`src/rtl/bd_pkg.sv`:
```
// Shared definitions for the BD (buffer-descriptor) datapath blocks.
//
// Contents:
//   BD_WORD_BITS  - width of a full BD word from the word source
//   BD_CHUNK_BITS - width of one chunk on the narrow BD link
//   ser_state_t   - serializer state (EMPTY: nothing to emit, SHIFT: emitting)
//   bd_word_t     - convenience type for a full BD word
package bd_pkg;

    localparam int unsigned BD_WORD_BITS  = 32;
    localparam int unsigned BD_CHUNK_BITS = 8;

    typedef enum logic {
        SER_EMPTY,
        SER_SHIFT
    } ser_state_t;

    typedef logic [BD_WORD_BITS-1:0] bd_word_t;

endpackage

```
`src/rtl/bd_skid_reg.sv`:
```
// One-entry ready/valid holding register.
//
// Holds a single word that arrived while the consumer was busy. The ready
// output is a pure register: it reflects "not full" as of the next edge, so
// an upstream source never sees a combinational path through this block.
//
// Ports:
//   clk     - rising-edge clock
//   rst_n   - asynchronous active-low reset (clears the full flag only)
//   load_i  - capture data_i this cycle (caller guarantees the entry is free)
//   data_i  - word to capture
//   pop_i   - the held word is consumed this cycle
//   data_o  - held word
//   full_o  - entry holds a valid word
//   ready_o - registered !full, low while reset is asserted
module bd_skid_reg #(
    parameter int unsigned W = 32
) (
    input  logic         clk,
    input  logic         rst_n,
    input  logic         load_i,
    input  logic [W-1:0] data_i,
    input  logic         pop_i,
    output logic [W-1:0] data_o,
    output logic         full_o,
    output logic         ready_o
);

    logic [W-1:0] buf_q;
    logic         full_q, full_d;
    logic         ready_q;

    always_comb begin
        full_d = full_q;
        if (pop_i) begin
            full_d = 1'b0;
        end else if (load_i) begin
            full_d = 1'b1;
        end
    end

    always_ff @(posedge clk or negedge rst_n) begin
        if (!rst_n) begin
            full_q  <= 1'b0;
            ready_q <= 1'b0;
        end else begin
            full_q  <= full_d;
            // Computed from next-state so ready tracks full with no lag.
            ready_q <= !full_d;
        end
    end

    // Data needs no reset: it is only observed while full_q is set.
    always_ff @(posedge clk) begin
        if (load_i) begin
            buf_q <= data_i;
        end
    end

    assign data_o  = buf_q;
    assign full_o  = full_q;
    assign ready_o = ready_q;

endmodule

```
`src/rtl/bd_word_serializer.sv`:
```
// Word-to-chunk serializer between a wide BD word source and a narrow BD link.
//
// Each accepted IN_BITS word is emitted as IN_BITS/OUT_BITS chunks, MSB chunk
// first when MSB_FIRST=1, else LSB chunk first. out_last marks the final
// chunk of each word. A one-entry holding register lets the next word be
// accepted while the current one is still shifting, so words stream with no
// bubble and in_ready is a flop output.
//
// Ports:
//   clk       - rising-edge clock
//   reset     - asynchronous active-low reset
//   in_data   - input word
//   in_valid  - input word present
//   in_ready  - stage can accept a word (registered)
//   out_data  - current chunk (0 while no chunk is presented)
//   out_valid - chunk present
//   out_last  - chunk is the final chunk of its word
//   out_ready - downstream accepts the chunk
module bd_word_serializer
    import bd_pkg::*;
#(
    parameter int unsigned IN_BITS   = BD_WORD_BITS,
    parameter int unsigned OUT_BITS  = BD_CHUNK_BITS,
    parameter bit          MSB_FIRST = 1'b1
) (
    input  logic                clk,
    input  logic                reset,
    input  logic [IN_BITS-1:0]  in_data,
    input  logic                in_valid,
    output logic                in_ready,
    output logic [OUT_BITS-1:0] out_data,
    output logic                out_valid,
    output logic                out_last,
    input  logic                out_ready
);

    localparam int unsigned   NCHUNK   = IN_BITS / OUT_BITS;
    localparam int unsigned   CW       = (NCHUNK > 1) ? $clog2(NCHUNK) : 1;
    localparam logic [CW-1:0] LAST_CNT = CW'(NCHUNK - 1);

    generate
        if ((IN_BITS % OUT_BITS) != 0 || NCHUNK < 2) begin : g_bad_params
            $fatal(1, "bd_word_serializer: IN_BITS must be a multiple of OUT_BITS with at least 2 chunks");
        end
    endgenerate

    ser_state_t          state_q, state_d;
    logic [IN_BITS-1:0]  sh_q, sh_d;
    logic [IN_BITS-1:0]  sh_shifted;
    logic [CW-1:0]       cnt_q, cnt_d;
    logic [OUT_BITS-1:0] chunk;

    logic [IN_BITS-1:0]  buf_data;
    logic                buf_full;
    logic                buf_load;
    logic                buf_pop;

    logic                in_xfer;
    logic                out_xfer;
    logic                on_last;

    // The emit end of the shift register depends on chunk order.
    generate
        if (MSB_FIRST) begin : g_msb
            assign chunk      = sh_q[IN_BITS-1 -: OUT_BITS];
            assign sh_shifted = sh_q << OUT_BITS;
        end else begin : g_lsb
            assign chunk      = sh_q[OUT_BITS-1:0];
            assign sh_shifted = sh_q >> OUT_BITS;
        end
    endgenerate

    assign out_valid = (state_q == SER_SHIFT);
    assign on_last   = (cnt_q == LAST_CNT);
    assign out_last  = out_valid && on_last;
    // Gated so the bus reads 0 whenever nothing is presented, including reset.
    assign out_data  = out_valid ? chunk : '0;

    assign in_xfer   = in_valid && in_ready;
    assign out_xfer  = out_valid && out_ready;

    bd_skid_reg #(
        .W (IN_BITS)
    ) u_skid (
        .clk     (clk),
        .rst_n   (reset),
        .load_i  (buf_load),
        .data_i  (in_data),
        .pop_i   (buf_pop),
        .data_o  (buf_data),
        .full_o  (buf_full),
        .ready_o (in_ready)
    );

    always_comb begin
        state_d  = state_q;
        sh_d     = sh_q;
        cnt_d    = cnt_q;
        buf_load = 1'b0;
        buf_pop  = 1'b0;

        case (state_q)
            SER_EMPTY: begin
                // The holding register is always empty here, so load directly.
                if (in_xfer) begin
                    sh_d    = in_data;
                    cnt_d   = '0;
                    state_d = SER_SHIFT;
                end
            end

            SER_SHIFT: begin
                if (out_xfer && !on_last) begin
                    sh_d     = sh_shifted;
                    cnt_d    = cnt_q + CW'(1);
                    buf_load = in_xfer;
                end else if (out_xfer) begin
                    // Last chunk leaves: refill from the held word first,
                    // else let a same-cycle input bypass the holding register.
                    // in_ready is low while buf_full, so both cannot happen.
                    if (buf_full) begin
                        sh_d    = buf_data;
                        cnt_d   = '0;
                        buf_pop = 1'b1;
                    end else if (in_xfer) begin
                        sh_d  = in_data;
                        cnt_d = '0;
                    end else begin
                        state_d = SER_EMPTY;
                    end
                end else begin
                    buf_load = in_xfer;
                end
            end

            default: begin
                state_d = SER_EMPTY;
            end
        endcase
    end

    always_ff @(posedge clk or negedge reset) begin
        if (!reset) begin
            state_q <= SER_EMPTY;
            cnt_q   <= '0;
        end else begin
            state_q <= state_d;
            cnt_q   <= cnt_d;
        end
    end

    always_ff @(posedge clk) begin
        sh_q <= sh_d;
    end

endmodule

```
`config.mk`:
```
export PLATFORM = sky130hd
export DESIGN_NAME = bd_word_serializer
export DESIGN_NICKNAME = d
export VERILOG_FILES = /design/src/rtl/bd_pkg.sv /design/src/rtl/bd_skid_reg.sv /design/src/rtl/bd_word_serializer.sv
export SDC_FILE = /design/constraint.sdc
export NUM_CORES = 1
export LEC_CHECK = 0
export CORE_MARGIN = 2
export CORE_UTILIZATION = 50
export CTS_BUF_LIST = sky130_fd_sc_hd__clkbuf_16
export DETAILED_ROUTE_END_ITERATION = 8
export PLACE_DENSITY_LB_ADDON = 0.25
export SYNTH_ARGS = -nofsm -noshare
export SYNTH_HDL_FRONTEND = slang
export SYNTH_SLANG_ARGS = --single-unit
```
`constraint.sdc`:
```
create_clock -name clk -period 8 [get_ports clk]
set_clock_uncertainty 0.05 [all_clocks]
set_input_delay 1.6 -clock clk [delete_from_list [all_inputs] [get_ports clk]]
set_output_delay 1.6 -clock clk [all_outputs]
set_load 0.01 [all_outputs]
```
==> impl_summary.md, run 1 <==
Clocking
Clock tree synthesis inserted a total of 9 buffers. The depth of the CTS H-tree is 3. The root buffer cell is clkbuf_16. Buffers added to address setup during post-CTS repair amount to 0. The CTS tree is yes. The longest clock path from root to sink contains 2 buffers.

The count of hold-fix buffers inserted at cts is 0. The tree built by TritonCTS fans out to 69 sinks. The clock slew at the register clock pins of the worst setup and hold paths is around 0.060 ns. The clock reaches the later pin of the worst-skew pair after between 0.3 and 0.4 ns. Post-CTS repair changed the size of 0 cells.

Die
Pin placement for this block handled 47 I/O pins. The die footprint is a little under 7000 um2. The initial utilization of the core area, before any placement, comes to 0.523. The die extent in y is around 83 um. The die is between 80 and 90 um wide.

The total number of placement rows is 28. The area of the core is 5990 um2.

STA
Dividing the final minimum period by the clock period gives 0.434. After layout, the minimum clock period comes to between 3 and 4 ns. The count of final max-slew check failures was 0.

For the pin with the worst max-slew slack, the measured transition is 1.03 ns. The setup-violating endpoint count in the final report is 0. For this run, the top clock speed supported by timing is around 0.29 GHz. The headroom to the max-slew limit is 0.316. The setup TNS is 0 ns. Setup repair after global routing left no endpoint under its margin.

The final count of hold timing violations was 0.

Setup path
For this run, the slowest stage of the critical path takes 0.55 ns. The kind of end point of the critical path is a register. Along the worst path, the maximum fanout reaches 35.

The required time of the critical path is a little under 8 ns. The slowest stage cell on the critical path is clkdlybuf4s50_1. Walking the worst path, the cells encountered are clkdlybuf4s50_1 > nand2_4 > nor2_2 > buf_4. Data on the critical path arrives at its endpoint at approximately 3.4 ns. The worst setup path is launched from an input pin. The worst setup path is of the input pin to register kind.

Drt
The iteration count of the initial detailed-routing pass is 4. The final routed wire length divided by cell count is between 15 and 20 um. The number of DRC violations after detailed-routing iteration 0 is 176. The number of routed nets with antenna violations is 0. After detailed routing, the number of remaining DRC violations is 0. The total routed wirelength is around 6.3 mm. The detailed-route vias per instance is about 5.9. Across all layers, the routed design uses between 1500 and 2000 vias.

Logic synthesis
In this run the mean area of a mapped cell was roughly 15 um2. Summing every instance area after synthesis gives approximately 3100 um2. The post-synthesis share of cell area spent on xor and xnor gates is 0. Ranked by total cell area, the synthesized netlist is headed by edfxtp_1 (61%), mux2i_1 (9.9%), a32oi_1 (6.4%). The count of cell types in the netlist is 33.

The async set or reset register ratio after synthesis is 0.0725. The register bit total from synthesis is 69. The most used flip-flop cell after synthesis is edfxtp_1. The top cell type's share of synthesized area is 0.613. The net count after synthesis is 253. Of the total synthesized cell area, the portion taken by AND, OR, NAND and NOR gates is 0.0503.

The multiplexer share of the synthesized area is 0.0990. The register area share after synthesis is 0.653. The largest total area in the synthesized netlist belongs to edfxtp_1. The number of enable flip-flop cells after synthesis is 64.

The number of warnings printed during yosys synthesis is 0. The adder-cell share of the synthesized area is 0.00399. After technology mapping, the gate count stands at between 200 and 250. By area, the combinational part of the netlist is dominated by compound AO/OA/AOI/OAI gates.

The area fraction in compound gates after synthesis came to 0.148.

Pwr
The peak supply drop is 261 uV. Dividing total power by cell area gives a power density of roughly 370 nW/um2. For this design the static power due to leakage is between 1 and 1.5 nW. The power consumption is 1.42 mW.

Final layout
Leaving out fill and tap cells, the most frequent cell in the layout is edfxtp_1. The fraction of layout instances using a drive strength above 1 is 0.0909. The number of antenna diodes in the final layout is 0. The area growth from synthesis to layout is 22.4%. In the layout the commonest cells are edfxtp_1 (64), clkdlybuf4s50_1 (46), mux2i_1 (31).

Leaving out filler cells and counting taps, the final layout contains approximately 340. The number of nets at the end of the flow is 296.

Global route
In the global route stage, overall resource usage came out at 0.188. The largest net degree at the start of global routing is 36. After global routing the overflow that remains totals 0. The first-pass GRT wire length is slightly above 10 mm.

The via count of the first global-routing pass is approximately 2000. The number of antenna violations at the first check in global routing is 0.

Placement
Routability-driven placement finished with a final weighted congestion of ~0.76. The cell count after placement is 323. The detailed placer's ending HPWL is 3.95 mm. During placement, the flow inserted port buffers numbering 46.

Run status
The flow ran to the end, and the final reports show no timing, DRC or antenna violations.

Job
Across the run, the number of max-cap violations was 0.

Min path
The class of the tightest hold or removal check is register to register.
==> worst max-delay path: cells and delay by family <==
kind / cells / cell delay, ns
buffers and inverters: 2 / 0.96
AND/OR/NAND/NOR: 2 / 0.82
==> synth_stat cells, drive strengths merged, types with 2 or more instances <==
library cell / n
a31oi: 2
mux2i: 31
edfxtp: 64
dfrtp: 5
o21ai: 35
a32oi: 23
nand2: 6
and2: 10
inv: 3
nor2: 2
buf: 12
a21oi: 8
clkbuf: 4
==> sequential cells by signal, indices dropped and copies added, names as in the netlist <==
signal and flops:
u_skid.ready_o 1, sh_q 32, u_skid.full_o 1, cnt_q 2, u_skid.data_o 32, out_valid 1
==> cells by family after synthesis <==
group	count (synthesis)
AOI/OAI and AO/OA	71
adders and majority gates	1
buffers and inverters	19
DFF	69
muxes	31
and+or+nand+nor	25
==> final cells by class <==
cell class	count	area [um2]
Fill cell	468	2160
Sequential cell	69	2050
Multi-Input combinational cell	128	947
Timing Repair Buffer	48	475
Clock buffer	9	225
Tap cell	75	93.8
Clock inverter	7	33.8
Inverter	3	11.3
==> through the flow <==
step,utilization,hold WS [ns],setup slack [ns],instance area (um2)
6_report,0.640,0.450,4.53,3830
5_1_grt,0.640,0.490,4.41,3830
4_1_cts,0.640,0.461,4.53,3830
3_5_place_dp,0.597,0.454,4.20,3570
3_3_place_gp,0.597,0.421,4.24,3570
2_1_floorplan,-,0.406,4.28,3130
==> metal layers <==
layer	vias to the layer above	routed length (um)	global-route usage
li1	948	-	-
met3	8	209	0.0388
met1	989	2990	0.258
met5	-	0	0
met2	46	2990	0.292
met4	0	106	0.0849
==> final timing paths <==
| kind | start | to | slack (ns) | cells after the start |
|---|---|---|---|---|
| max | in_valid | u_skid.data_o[3]$_DFFE_PP_ | 4.53 | 4 |
| min | cnt_q[0]$_DFFE_PN0P_ | cnt_q[0]$_DFFE_PN0P_ | 0.45 | 1 |
| max reg2reg | cnt_q[0]$_DFFE_PN0P_ | sh_q[17]$_DFFE_PP_ | 5.76 | 4 |
| min reg2reg | cnt_q[0]$_DFFE_PN0P_ | cnt_q[0]$_DFFE_PN0P_ | 0.45 | 1 |
| max in group asynchronous | reset | cnt_q[0]$_DFFE_PN0P_ | 6.26 | 1 |
| min in group asynchronous | reset | out_valid$_DFF_PN0_ | 1.45 | 1 |
==> where the power goes <==
| group | leakage (nW) | internal (mW) | switching [mW] |
|---|---|---|---|
| clock | 0.140 | 0.205 | 0.139 |
| sequential | 0.673 | 0.556 | 0.0672 |
| combinational | 0.668 | 0.203 | 0.250 |
| total | 1.48 | 0.964 | 0.456 |
Note: power is estimated with default switching activity, not from simulation.
==> run 2, diff against run 1 <==
Clock period 8 ns to 3.4 ns, I/O delays scaled along.
==> impl_summary.md, run 2 (same netlist as run 1, synthesis figures left out) <==
Global route
The number of antenna violations at the first check in global routing came to 0 (unchanged). The largest net degree at the start of global routing was 36 (unchanged). The first-pass GRT wire length is 10.6 mm (+5.1%).

The sum of overflow across all layers after global routing is 0 (unchanged). The global-route total usage across every layer is 0.198 (+0.00921). The via count of the first global-routing pass is 1933 (-2.1%).

Setup path
The kind of end point of the critical path is an output pin. The required time of the critical path is 2.67 ns (-5.27 ns). The logic depth of the worst setup path including buffers is 2 (-2). The setup slack of the worst register-to-register path came to 1.27 ns (-4.49 ns).

The data arrival at the endpoint of the critical path was 1.78 ns (-1.63 ns). The worst reg2reg path endpoint is sh_q[15]$_DFFE_PP_. The depth of the most critical reg-to-reg path was 4 (unchanged). The highest cell delay on the worst timing path is 0.66 ns (+0.11 ns). The class of the most critical setup path is register to output pin.

The most critical setup path has its endpoint at out_last. The slowest stage cell on the critical path is dfrtp_1. Walking the worst path, the cells encountered are and2_2 > clkdlybuf4s50_1. The critical path buffer and inverter count is 1 (-1).

The startpoint identified for the worst register-to-register timing path is cnt_q[0]$_DFFE_PN0P_. The kind of launch point of the worst setup path is a register. The startpoint of the most critical setup path is out_valid$_DFF_PN0_. The kind of cell with the highest combined delay along the critical path is flip-flops. The largest fanout of any net on the critical path is 18 (-49%).

STA
Setup repair after global routing left no endpoint under its margin. The headroom to the max-slew limit is 0.370 (+0.0537). The pin slew with the least headroom to its limit is 0.946 ns (-0.0805 ns).

The final count of hold timing violations is 0 (unchanged). Of the available clock period, the critical path in the final layout requires 0.737. The setup TNS is 0 ns (unchanged). The highest clock frequency the design can meet is about 0.40 GHz.

After layout, the minimum clock period comes to about 2.5 ns. The count of final max-slew check failures is 0 (unchanged). The setup-violating endpoint count in the final report came to 0 (unchanged).

Clocking
The clock buffer count from CTS is 9 (unchanged). The CTS tree is yes. The count of hold-fix buffers inserted at cts is 0 (unchanged). The root buffer cell is clkbuf_16. The post-cts repair resize count came to 0 (unchanged). The maximum root-to-sink buffer count is 2 (unchanged).

The depth of the CTS H-tree is 3 (unchanged). The latest clock arrival within the worst-skew pair is 0.32 ns (about the same). The post-CTS repair timing setup buffer count is 0 (unchanged). The CTS sink count is 69 (unchanged). The clock slew at the register clock pins of the worst setup and hold paths came to 0.05 ns (about the same).

Final layout
The post-route core utilization is 0.643 (+0.00292). The antenna diode instance count is 0 (unchanged). The area of the multi-input gates came to 947 um2 (unchanged). The number of nets at the end of the flow is 299 (+1.0%).

The most common cell after layout, fill and taps aside is edfxtp_1. The number of filler cells placed in the layout is 433 (-7.5%). Compared with the post-synthesis result, the final layout area differs by 22.9%. The area taken by flip-flops and latches is 2050 um2 (unchanged).

The fraction of layout instances using a drive strength above 1 was 0.0861 (-0.00477). In the layout the commonest cells are edfxtp_1 (64), clkdlybuf4s50_1 (46), mux2i_1 (31).

Drt
The iteration count of the initial detailed-routing pass came to 4 (unchanged). The detailed-route vias per instance is 5.93 (+0.96%). The total routed wirelength came to 6.59 mm (+4.8%).

The number of vias in the routed layout is 2028 (+1.9%). The number of DRC violations after detailed-routing iteration 0 was 201 (+14%). The DRC violation count after routing came to 0 (unchanged). The number of routed nets with antenna violations is 0 (unchanged). The final routed wire length divided by cell count was 19.3 um (+3.8%).

Run status
The run finished with clean final reports.

Placement
The final estimated routing congestion in global placement is 0.765 (+1.1%). The count of input and output buffers is 46 (unchanged). The detailed placer's ending HPWL is 3.92 mm (-0.59%).

Die
The die footprint is 6920 um2 (unchanged). The area of the core was 5990 um2 (unchanged). The starting density of the core is 0.523 (unchanged). The I/O pin total is 47 (unchanged). The die outline width is 83.2 um (unchanged). The die extent in y came to 83.2 um (unchanged).

The total number of placement rows came to 28 (unchanged).

Pwr
The power density over cell area is 870 nW/um2 (+130%). The peak supply drop is 447 uV (+72%). The leakage component of the power came to 1.50 nW (+1.1%).

Min path
The class of the tightest hold or removal check is register to register.

Job
The max capacitance violation total is 0 (unchanged).
[run 2: cell type report]
type	count	area share
Clock inverter	7	0.00747
Clock buffer	9	0.0585
Timing Repair Buffer	51	0.129
Tap cell	75	0.0244
Sequential cell	69	0.532
Inverter	3	0.00292
Multi-Input combinational cell	128	0.246
[run 2: power by group]
part	switching [mW]	leakage [nW]	internal, mW
sequential	0.159	0.673	1.31
combinational	0.598	0.683	0.495
clock	0.314	0.142	0.477
[run 2: how the worst min path moves through the flow]
stage                               startpoint                    to  slack [ns]  cells after the start
after floorplan                          reset  cnt_q[0]$_DFFE_PN0P_        0.33                      0
after global placement    cnt_q[0]$_DFFE_PN0P_  cnt_q[0]$_DFFE_PN0P_        0.42                      1
after detailed placement  cnt_q[0]$_DFFE_PN0P_  cnt_q[0]$_DFFE_PN0P_        0.44                      1
after CTS                 cnt_q[0]$_DFFE_PN0P_  cnt_q[0]$_DFFE_PN0P_        0.48                      1
after global routing      cnt_q[0]$_DFFE_PN0P_  cnt_q[0]$_DFFE_PN0P_        0.50                      1
final                     cnt_q[0]$_DFFE_PN0P_  cnt_q[0]$_DFFE_PN0P_        0.47                      1
[run 2: per-stage QoR]
| step | hold WS (ns) | area (um2) | worst slack [ns] | total power, mW | instances |
|---|---|---|---|---|---|
| 2_1_floorplan | 0.334 | 3130 | 0.600 | 2.24 | 216 |
| 4_1_cts | 0.483 | 3850 | 0.883 | 3.36 | 342 |
| 3_5_place_dp | 0.442 | 3600 | 0.824 | 2.56 | 326 |
| 3_3_place_gp | 0.422 | 3600 | 0.850 | 2.52 | 326 |
| 6_report | 0.475 | 3850 | 0.894 | 3.35 | 342 |
| 5_1_grt | 0.496 | 3850 | 0.805 | 3.54 | 342 |
[run 2: per-layer routing]
layer  wire (um)  vias up  track usage
li1            -      959            -
met1        2980      995        0.282
met2        3180       65        0.293
met3         308        9       0.0417
met4         122        0       0.0894
met5           0        -            0
==> run 3, diff against run 2 <==
Settings changed: CORE_UTILIZATION 50 to 48.
Clock period 3.4 ns to 2.2 ns, I/O delays scaled along.
==> impl_summary.md, run 3 (same netlist as run 1, synthesis figures left out) <==
Global route
The first-pass GRT wire length came to 10.9 mm (+3.0%). The via count of the first global-routing pass is 2132 (+10%). The sum of overflow across all layers after global routing is 0 (unchanged). The global-route total usage across every layer is 0.199 (+0.00152). The number of antenna violations at the first check in global routing is 0 (unchanged). The largest net degree at the start of global routing is 27 (-25%).

STA
The setup-violating endpoint count in the final report came to 0 (unchanged). The setup TNS came to 0 ns (unchanged). The share of the cycle needed by the critical path after routing is 0.967. Setup repair after global routing left no endpoint under its margin. The final period demand of the worst path is ~2.1 ns.

The highest clock frequency the design can meet is 0.470 GHz. The pin slew with the least headroom to its limit is 0.346 ns (-0.600 ns). The count of final max-slew check failures is 0 (unchanged). The final count of hold timing violations is 0 (unchanged). The headroom to the max-slew limit is 0.769 (+0.400).

Placement
The count of input and output buffers is 46 (unchanged). The final estimated routing congestion in global placement is 0.781 (+2.2%). The detailed placer's ending HPWL is 4.20 mm (+7.2%). The standard cell area after detailed placement came to 3710 um2 (+3.1%).

Job
The max capacitance violation total was 0 (unchanged).

Final layout
Leaving out fill and tap cells, the most frequent cell in the layout is edfxtp_1. The antenna diode instance count was 0 (unchanged). The number of filler cells placed in the layout came to 497 (+15%).

The area taken by flip-flops and latches is 2050 um2 (unchanged). The final standard cell area without fillers was 4030 um2 (+4.6%). In the layout the commonest cells are edfxtp_1 (64), clkdlybuf4s50_1 (46), mux2i_1 (31). The area of the multi-input gates is 950 um2 (+0.26%).

The number of nets at the end of the flow was 307 (+2.7%). The fraction of layout instances using a drive strength above 1 came to 0.131 (+0.0448). The layout overhead on the synthesized area is 28.6%.

Setup path
STA classifies the critical path startpoint as a register. In this design, the largest share of critical-path delay is due to buffers and inverters. The worst setup path is captured at an output pin. The highest cell delay on the worst timing path is 0.53 ns (-0.13 ns). The required time of the critical path is 1.71 ns (-0.96 ns). Walking the worst path, the cells encountered are ha_2 > and2_2 > clkdlybuf4s50_1.

The setup slack of the worst register-to-register path came to 0.41 ns (-0.86 ns). The depth of the most critical reg-to-reg path is 5 (+1). The data arrival at the endpoint of the critical path is 1.64 ns (-0.14 ns). The class of the most critical setup path is register to output pin. The startpoint identified for the worst register-to-register timing path is out_valid$_DFF_PN0_. For this design, the slowest cell found on the critical path is clkdlybuf4s50_1. The largest fanout of any net on the critical path is 6 (-12). The endpoint identified for the worst register-to-register timing path is sh_q[9]$_DFFE_PP_. The critical path buffer and inverter count is 1 (unchanged).

Drt
The final routed wire length divided by cell count is 18.9 um (-2.0%). The iteration count of the initial detailed-routing pass is 4 (unchanged). The number of routed nets with antenna violations is 0 (unchanged). The number of vias in the routed layout is 2058 (+1.5%). The detailed-route vias per instance was 5.85 (-1.4%). The number of DRC violations after detailed-routing iteration 0 is 128 (-36%).

The DRC violation count after routing is 0 (unchanged). The total routed wirelength is 6.65 mm (+0.85%).

Clocking
The maximum root-to-sink buffer count is 2 (unchanged). The count of hold-fix buffers inserted at cts was 0 (unchanged). The clock slew at the register clock pins of the worst setup and hold paths came to 0.06 ns (about the same).

The depth of the CTS H-tree is 3 (unchanged). The post-cts repair resize count is 0 (unchanged). The post-CTS repair timing setup buffer count is 0 (unchanged).

The clock buffer count from CTS is 9 (unchanged). TritonCTS built the clock tree. The root buffer cell is clkbuf_16.

The latest clock arrival within the worst-skew pair came to 0.32 ns (about the same). The CTS sink count is 69 (unchanged).

Die
The total number of placement rows was 29 (+3.6%). The die footprint came to 7190 um2 (+4.0%). The starting density of the core is 0.496 (-0.0267). The area of the core is 6310 um2 (+5.4%). The die extent in y is 84.8 um (+2.0%).

The die outline width was 84.8 um (+2.0%). The I/O pin total came to 47 (unchanged).

Pwr
The peak supply drop came to 1010 uV (+130%). The leakage component of the power came to 1.56 nW (+4.3%). The power consumption came to 5.60 mW (+67%). The power density over cell area is 1390 nW/um2 (+60%).

Min path
The class of the tightest hold or removal check is input pin to asynchronous set/reset pin.

Run status
The run finished with clean final reports.
## run 3: changes by cell type in the layout (fill, tap and decap cells not counted)
| cell | previous run | this run |
|---|---|---|
| ha_1 | 1 | 0 |
| clkinvlp_4 | 0 | 1 |
| bufinv_16 | 0 | 2 |
| clkinv_4 | 0 | 1 |
| buf_4 | 5 | 9 |
| buf_12 | 0 | 4 |
| ha_2 | 0 | 1 |
| inv_1 | 7 | 3 |
## run 3: cell type report
| type | instances | share of cell area |
|---|---|---|
| multi-input cells | 128 | 0.236 |
| repair buffers | 59 | 0.151 |
| clock buffers | 9 | 0.0559 |
| inverters | 3 | 0.00280 |
| clock inverters | 7 | 0.0224 |
| well taps | 77 | 0.0239 |
| flip-flops and latches | 69 | 0.508 |
## run 3: worst max-delay path by stage
stage,start,slack [ns],cells after the start,endpoint
5_1_grt,cnt_q[0]$_DFFE_PN0P_,0.006,3,out_last
6_report,cnt_q[0]$_DFFE_PN0P_,0.07,3,out_last
3_5_place_dp,out_ready,0.23,5,sh_q[9]$_DFFE_PP_
2_1_floorplan,out_valid$_DFF_PN0_,0.07,4,u_skid.data_o[0]$_DFFE_PP_
3_3_place_gp,out_ready,0.25,5,sh_q[15]$_DFFE_PP_
4_1_cts,cnt_q[0]$_DFFE_PN0P_,0.01,3,out_last
## run 3: report_power, final
part,internal [mW],switching (mW),leakage [nW]
registers,2.02,0.238,0.673
logic,0.871,0.952,0.736
clock network,0.985,0.531,0.153
## run 3: worst register-to-register path: stages (launching register included)
cell,delay [ns]
dfrtp_1,0.54
buf_4,0.23
nand2_2,0.22
nand2_1,0.19
buf_12,0.18
o21ai_0,0.12
## run 3: metal layers
layer | vias up | GRT usage | part of all wire
met2 | 71 | 0.313 | 0.48
li1 | 967 | - | -
met4 | 0 | 0.0548 | 0.0050
met5 | - | 0 | 0
met1 | 1018 | 0.267 | 0.46
met3 | 2 | 0.0678 | 0.058
## run 3: through the flow
step / worst slack [ns] / hold WS [ns] / util / std cells
2_1_floorplan: 0.0706 / 0.0944 / - / 216
3_3_place_gp: 0.252 / 0.431 / 0.588 / 336
3_5_place_dp: 0.231 / 0.444 / 0.588 / 336
4_1_cts: 0.0105 / 0.289 / 0.638 / 352
5_1_grt: 0.00633 / 0.295 / 0.638 / 352
6_report: 0.0724 / 0.290 / 0.638 / 352
